## src/rtl/proc_ctrl_if.sv

```systemverilog
// Control-side signal bundle of the simple processor: instruction input,
// datapath enables, bus-source selects, ALU op and status.
interface proc_ctrl_if #(
    parameter int NREG = 8
);
    logic            Run;
    logic [15:0]     DIN;
    logic            Gnz;
    logic            IRin;
    logic [NREG-1:0] Rin;
    logic [NREG-1:0] Rout;
    logic            Gout;
    logic            DINout;
    logic            Ain;
    logic            Gin;
    logic [1:0]      ALUop;
    logic            Done;
    logic [1:0]      Tstep;

    // Control unit: consumes the instruction stream, drives the datapath.
    modport master (
        input  Run, DIN, Gnz,
        output IRin, Rin, Rout, Gout, DINout, Ain, Gin, ALUop, Done, Tstep
    );

    // Datapath / memory side: supplies the instruction stream, obeys controls.
    modport slave (
        output Run, DIN, Gnz,
        input  IRin, Rin, Rout, Gout, DINout, Ain, Gin, ALUop, Done, Tstep
    );
endinterface

```

## src/rtl/proc_ctrl.sv

```systemverilog
// Control unit for the 16-bit simple processor. Latches a 9-bit instruction
// on Run in T0, then sequences T1..T3 emitting one-hot register enables,
// bus-source selects and the ALU op. Done marks the last step.
module proc_ctrl #(
    parameter int NREG = 8
) (
    input  logic        Pclk,
    input  logic        Resetn,
    proc_ctrl_if.master bus
);

    typedef enum logic [1:0] {
        T0 = 2'd0,
        T1 = 2'd1,
        T2 = 2'd2,
        T3 = 2'd3
    } tstep_e;

    localparam logic [2:0] OP_MV   = 3'b000;
    localparam logic [2:0] OP_MVI  = 3'b001;
    localparam logic [2:0] OP_ADD  = 3'b010;
    localparam logic [2:0] OP_SUB  = 3'b011;
    localparam logic [2:0] OP_AND  = 3'b100;
    localparam logic [2:0] OP_MVNZ = 3'b101;

    tstep_e     step_q, step_d;
    logic [8:0] ir_q, ir_d;

    logic [2:0] opcode;
    logic [2:0] x_field;
    logic [2:0] y_field;

    logic            irin;
    logic [NREG-1:0] rin;
    logic [NREG-1:0] rout;
    logic            gout;
    logic            dinout;
    logic            ain;
    logic            gin;
    logic [1:0]      aluop;
    logic            done;
    logic [1:0]      tstep;

    // The upper DIN bits carry immediates for the datapath, never control.
    logic unused_din_hi;
    assign unused_din_hi = ^bus.DIN[15:9];

    assign opcode  = ir_q[8:6];
    assign x_field = ir_q[5:3];
    assign y_field = ir_q[2:0];

    function automatic logic [NREG-1:0] onehot(input logic [2:0] idx);
        logic [NREG-1:0] v;
        v      = '0;
        v[idx] = 1'b1;
        return v;
    endfunction

    // Step counter and instruction register, synchronous active-low reset.
    // NOTE: sequential state uses non-blocking assignments so every register
    // samples the pre-edge values of its neighbours.
    always_ff @(posedge Pclk) begin
        if (!Resetn) begin
            step_q <= T0;
            ir_q   <= '0;
        end else begin
            step_q <= step_d;
            ir_q   <= ir_d;
        end
    end

    // Next-step and control decode from (step, IR, Gnz); reset forces all low.
    // NOTE: every output gets a default before the case so no latch is inferred.
    always_comb begin
        step_d = step_q;
        ir_d   = ir_q;
        irin   = 1'b0;
        rin    = '0;
        rout   = '0;
        gout   = 1'b0;
        dinout = 1'b0;
        ain    = 1'b0;
        gin    = 1'b0;
        aluop  = 2'b00;
        done   = 1'b0;
        tstep  = step_q;

        unique case (step_q)
            T0: begin
                irin = bus.Run;
                if (bus.Run) begin
                    ir_d   = bus.DIN[8:0];
                    step_d = T1;
                end
            end
            T1: begin
                unique case (opcode)
                    OP_MV: begin
                        rout = onehot(y_field);
                        rin  = onehot(x_field);
                        done = 1'b1;
                    end
                    OP_MVI: begin
                        dinout = 1'b1;
                        rin    = onehot(x_field);
                        done   = 1'b1;
                    end
                    OP_ADD, OP_SUB, OP_AND: begin
                        rout = onehot(x_field);
                        ain  = 1'b1;
                    end
                    OP_MVNZ: begin
                        if (bus.Gnz) begin
                            rout = onehot(y_field);
                            rin  = onehot(x_field);
                        end
                        done = 1'b1;
                    end
                    default: begin
                        done = 1'b1;
                    end
                endcase
                step_d = done ? T0 : T2;
            end
            T2: begin
                rout = onehot(y_field);
                gin  = 1'b1;
                unique case (opcode)
                    OP_SUB:  aluop = 2'b01;
                    OP_AND:  aluop = 2'b10;
                    default: aluop = 2'b00;
                endcase
                step_d = T3;
            end
            T3: begin
                gout   = 1'b1;
                rin    = onehot(x_field);
                done   = 1'b1;
                step_d = T0;
            end
            default: step_d = T0;
        endcase

        // Outputs stay quiet for the whole reset cycle, aborting any instruction.
        if (!Resetn) begin
            irin   = 1'b0;
            rin    = '0;
            rout   = '0;
            gout   = 1'b0;
            dinout = 1'b0;
            ain    = 1'b0;
            gin    = 1'b0;
            aluop  = 2'b00;
            done   = 1'b0;
            tstep  = T0;
        end
    end

    assign bus.IRin   = irin;
    assign bus.Rin    = rin;
    assign bus.Rout   = rout;
    assign bus.Gout   = gout;
    assign bus.DINout = dinout;
    assign bus.Ain    = ain;
    assign bus.Gin    = gin;
    assign bus.ALUop  = aluop;
    assign bus.Done   = done;
    assign bus.Tstep  = tstep;

endmodule
```

## src/flat_wrapper.sv

```systemverilog
// flat-port wrapper written by rule: the top's interface ports become plain ports
module proc_ctrl_flat 
#(
    parameter int NREG = 8
)
  (Pclk, Resetn, bus_Run, bus_DIN, bus_Gnz, bus_IRin, bus_Rin, bus_Rout, bus_Gout, bus_DINout, bus_Ain, bus_Gin, bus_ALUop, bus_Done, bus_Tstep);
  proc_ctrl_if #(.NREG(NREG)) bus_i ();
  input  logic Pclk;
  input  logic Resetn;
  input wire logic [$bits(bus_i.Run)-1:0] bus_Run;
  input wire logic [$bits(bus_i.DIN)-1:0] bus_DIN;
  input wire logic [$bits(bus_i.Gnz)-1:0] bus_Gnz;
  output wire logic [$bits(bus_i.IRin)-1:0] bus_IRin;
  output wire logic [$bits(bus_i.Rin)-1:0] bus_Rin;
  output wire logic [$bits(bus_i.Rout)-1:0] bus_Rout;
  output wire logic [$bits(bus_i.Gout)-1:0] bus_Gout;
  output wire logic [$bits(bus_i.DINout)-1:0] bus_DINout;
  output wire logic [$bits(bus_i.Ain)-1:0] bus_Ain;
  output wire logic [$bits(bus_i.Gin)-1:0] bus_Gin;
  output wire logic [$bits(bus_i.ALUop)-1:0] bus_ALUop;
  output wire logic [$bits(bus_i.Done)-1:0] bus_Done;
  output wire logic [$bits(bus_i.Tstep)-1:0] bus_Tstep;
  assign bus_i.Run = bus_Run;
  assign bus_i.DIN = bus_DIN;
  assign bus_i.Gnz = bus_Gnz;
  assign bus_IRin = bus_i.IRin;
  assign bus_Rin = bus_i.Rin;
  assign bus_Rout = bus_i.Rout;
  assign bus_Gout = bus_i.Gout;
  assign bus_DINout = bus_i.DINout;
  assign bus_Ain = bus_i.Ain;
  assign bus_Gin = bus_i.Gin;
  assign bus_ALUop = bus_i.ALUop;
  assign bus_Done = bus_i.Done;
  assign bus_Tstep = bus_i.Tstep;
  proc_ctrl #(.NREG(NREG)) u_core (.Pclk(Pclk), .Resetn(Resetn), .bus(bus_i));
endmodule
```

## config.mk

```make
export PLATFORM = sky130hd
export DESIGN_NAME = proc_ctrl_flat
export DESIGN_NICKNAME = d
export VERILOG_FILES = /design/src/rtl/proc_ctrl_if.sv /design/src/rtl/proc_ctrl.sv /design/src/flat_wrapper.sv
export SDC_FILE = /design/constraint.sdc
export NUM_CORES = 1
export LEC_CHECK = 0
export CAP_MARGIN = 5
export CORE_MARGIN = 10
export CORE_UTILIZATION = 60
export DETAILED_ROUTE_END_ITERATION = 16
export DONT_BUFFER_PORTS = 1
export PLACE_DENSITY = 0.74
export SYNTH_ARGS = -nofsm -noshare
export SYNTH_HDL_FRONTEND = slang
export SYNTH_SLANG_ARGS = --single-unit
```

## constraint.sdc

```tcl
create_clock -name Pclk -period 2.19 [get_ports Pclk]
set_clock_uncertainty 0.05 [all_clocks]
set_input_delay 0.438 -clock Pclk [delete_from_list [all_inputs] [get_ports Pclk]]
set_output_delay 0.438 -clock Pclk [all_outputs]
set_load 0.02 [all_outputs]
```

==> metrics, run 1 <==
outcome aborted with a tool error; failing step global routing (5_1_grt); stop err [ERROR DPL-0038] Utilization greater than 100%, impossible to legalize; effective utilization at floorplan 65.8%; top cell type's share of synthesized area 25.1%; CTS Hold Buffers Added 0; clock buffer depth 2; GRT worst endpoint bus_Rin[4]; Area contributors post-synth dfxtp_1, nand2_1, o32ai_1; largest net degree at the start of global routing 26; Post-Syn Nets 133; average cell area after synthesis 8.12 um^2; Root Driver clkbuf_4; Post-Syn Area 877 um^2; # rows 13; I/O pins 46; post-synthesis sequential area ratio 25.1%; # clock sinks 11; Placed Area 1020 um^2; Worst EP kind primary output; Yosys cell types 29; post-synthesis cell count 108; Ys Warns 0; die width 58.2 um; Placer Congestion 0.803; area leader, netlist dfxtp_1; port bufs 0; flops & latches, synth 11; Post-DP HPWL 1.97 mm; Die Ht 58.2 um; H-tree depth 1; TritonCTS Buffers 3
## through the flow
stage	setup TNS [ns]	std cells	hold slack (ns)	worst slack, ns
CTS	-0.678	146	0.232	-0.0955
detailed placement	0	138	0.454	0.0740
global placement	0	138	0.438	0.176
floorplan	-0.0626	108	0.423	-0.0156
## cell usage after synthesis, drive strengths merged
cell type,count
a21bo,1
a21boi,9
a21oi,2
and2,7
and2b,3
and3,4
clkbuf,4
dfxtp,11
ha,5
inv,4
nand2,23
nand2b,5
nor2,1
nor3,4
nor3b,2
nor4b,4
o2111a,1
o2111ai,2
o211a,2
o21a,2
o21bai,1
o221ai,1
o32ai,8
or2,2
## cell families after synthesis
logic type      share of synthesized area (%)
buf+inv                                  3.42
simple gates                             34.8
compound gates                           29.5
fa+ha+maj                                7.13
flops                                    25.1
## what timing repair did
action	in CTS
pin swaps	4
setup buffers	4
endpoints found under the setup margin	16
gates resized for setup	20
==> run 2, diff against run 1 <==
- CORE_AREA: unset -> 10 10 71 73
- CORE_MARGIN: 10 -> unset
- CORE_UTILIZATION: 60 -> unset
- DIE_AREA: unset -> 0 0 81 83
- PLACE_DENSITY: 0.74 -> unset
- PLACE_DENSITY_LB_ADDON: unset -> 0.15
==> run 2 against run 1 <==
Against the previous run:
- the flow now finishes, with violations (negative setup slack)
- synthesized area did not move
- synthesized cell count did not move
==> metrics, run 2 <==
outcome finished with violations (was aborted with a tool error); failing checks negative setup slack; Tightest Hold Check Type in2reg; Most flops, register u_core.ir_q; crit path capture type output pin; antenna violations before repair 0; mean number of vias per cell 4.97; Cell Pwr Density 438 nW/um^2; Yosys cell types 29 (unchanged); Area contributors post-synth dfxtp_1, nand2_1, o32ai_1 (unchanged); DR iter-0 viols 54; post-synthesis cell count 108 (unchanged); # clock sinks 11 (unchanged); clk slew on worst S/H paths 0.05 ns; Root Driver clkbuf_8 (was clkbuf_4); Tot GR Track Use 8.82%; first-pass GRT wire length 4.80 mm; most frequent cells in the layout nand2_1, buf_4, a21boi_0, buf_6, dfxtp_1; dpl ws 0.0851 ns (was 0.0740 ns); final WL 3.10 mm; worst relative slew slack 69.1%; Core Footprint 3630 um^2; clock buffer depth 2 (unchanged); Setup-failing EPs final 8; # diodes 0; max FFs per register 9; layout cell share with drive strength beyond 1 46.2%; DRC 0; die area 6720 um^2; GRT overflow 0; ys async rst share 0% (unchanged); average cell area after synthesis 8.12 um^2 (unchanged); most frequent cell after synthesis nand2_1 (unchanged); required time worst endpoint 1.70 ns; max cap viols 0; Die Ht 83 um (was 58.2 um); average wire per standard cell 17.2 um; Post-Syn Nets 133 (unchanged); fill cell count 369; setup TNS -0.267 ns; Setup crit start kind flop; Synth Flop Type dfxtp_1 (unchanged); Vias 894; Routed Antenna Nets 0; TritonCTS Buffers 3 (unchanged); post-synthesis adder-cell area fraction 7.13% (unchanged); Final min period 2.24 ns; Compound-Gate Fraction of Synth Area 29.5% (unchanged); area leader, netlist dfxtp_1 (unchanged); largest family of logic cells by synthesized area simple AND/OR/NAND/NOR gates (unchanged); Syn-to-layout area delta 68.3%; flops & latches, synth 11 (unchanged); largest net degree at the start of global routing 26; Synth top cells by count nand2_1, dfxtp_1, a21boi_0 (unchanged); H-tree depth 1 (unchanged); DR pass1 iterations 4; crit-path max FO 8; CTS tree built; Post-synth EDFFs 0 (unchanged); worst slew pin tran 0.463 ns; critical path data arrival time 1.75 ns; crit share post-route 102%; top cell type's share of synthesized area 25.1% (unchanged); post-synthesis sequential area ratio 25.1% (unchanged); Synth Area in Simple Gates 34.8% (unchanged); VDD IR max 300 uV; fmax 0.446 GHz; port bufs 0 (unchanged); largest registers u_core.ir_q (9), u_core.step_q (1); commonest non-fill, non-tap cell in the layout nand2_1; Post-Syn Area 877 um^2 (unchanged); I/O pins 46 (unchanged); mux share of post-synthesis cell area 0% (unchanged); Post-Synth XOR/XNOR Area 0% (unchanged); Ys Warns 0 (unchanged); number of global-route vias before repair 924; NumNets Final 158; CP Class reg2out; Slew Limit Fails 0; die width 81 um (was 58.2 um); Post-DP HPWL 2.34 mm (was 1.97 mm); final worst slack -0.0505 ns; hold_ws 0.268 ns; Lkg Pwr 0.526 nW; unrepaired setup endpoints after global routing yes; final hold viol count 0; effective utilization at floorplan 24.1% (was 65.8%); Clk Latency, worst-skew pair 0.24 ns; # rows 22 (was 13); Placer Congestion 0.759 (was 0.803)
run 2: timing repair:
item                                    CTS  global route
pin swaps                                10             5
buffers inserted                          0             2
gates resized for setup                  13            35
hold buffers                              0             0
endpoints found under the setup margin   13            16
run 2: cell families (layout without fill, tap and decap cells):
logic type      count (synthesis)  count (layout)
compound gates                 29              29
fa+ha+maj                       5               5
buf+inv                         8              32
flops                          11              11
simple gates                   55              55
run 2: report_power, final:
group | internal [mW] | leakage (nW) | switching (mW)
sequential | 0.215 | 0.0913 | 0.0264
combinational | 0.0834 | 0.409 | 0.117
clock | 0.125 | 0.0255 | 0.0795
run 2: layout make-up:
cell class	instances	area (um^2)	area share (%)
repair buffers	24	239	16.2
clock buffers	3	41.3	2.80
clock inverters	1	5.00	0.339
flip-flops and latches	11	225	15.3
well taps	48	60.1	4.07
multi-input cells	89	886	60.0
inverters	4	20.0	1.36
run 2: layer usage:
layer	vias up	part of all wire [%]	GRT usage, %
met1	423	41	10.2
li1	444	-	-
met4	0	1.3	3.29
met3	5	7.9	3.34
met5	-	0	0
met2	22	50	14.2
run 2: metrics by stage:
stage | utilization (%) | std cells | power [mW] | area [um^2]
floorplan | - | 108 | 0.338 | 877
global placement | 29.9 | 174 | 0.377 | 1090
detailed placement | 29.9 | 174 | 0.380 | 1090
CTS | 33.3 | 178 | 0.598 | 1210
global route | 40.6 | 180 | 0.684 | 1480
finish | 40.6 | 180 | 0.647 | 1480
run 2: worst max-delay path: stages (launching register included):
cell      delay (ns)
dfxtp_4         0.38
inv_4           0.05
ha_4            0.25
and2_4          0.16
o221ai_4        0.11
buf_12          0.17
o32ai_4         0.23
buf_6           0.16
run 2: worst paths after layout:
| path | start | endpoint | slack [ns] | cells past startpoint |
|---|---|---|---|---|
| max | u_core.step_q[0] | bus_Rout[5] | -0.05 | 7 |
| min | Resetn | flop | 0.27 | 1 |
| max reg2reg | u_core.ir_q[8] | flop | 0.76 | 4 |
| min reg2reg | u_core.ir_q[5] | u_core.ir_q[5] | 0.46 | 2 |
No activity file was read; power rests on OpenSTA's default activity.
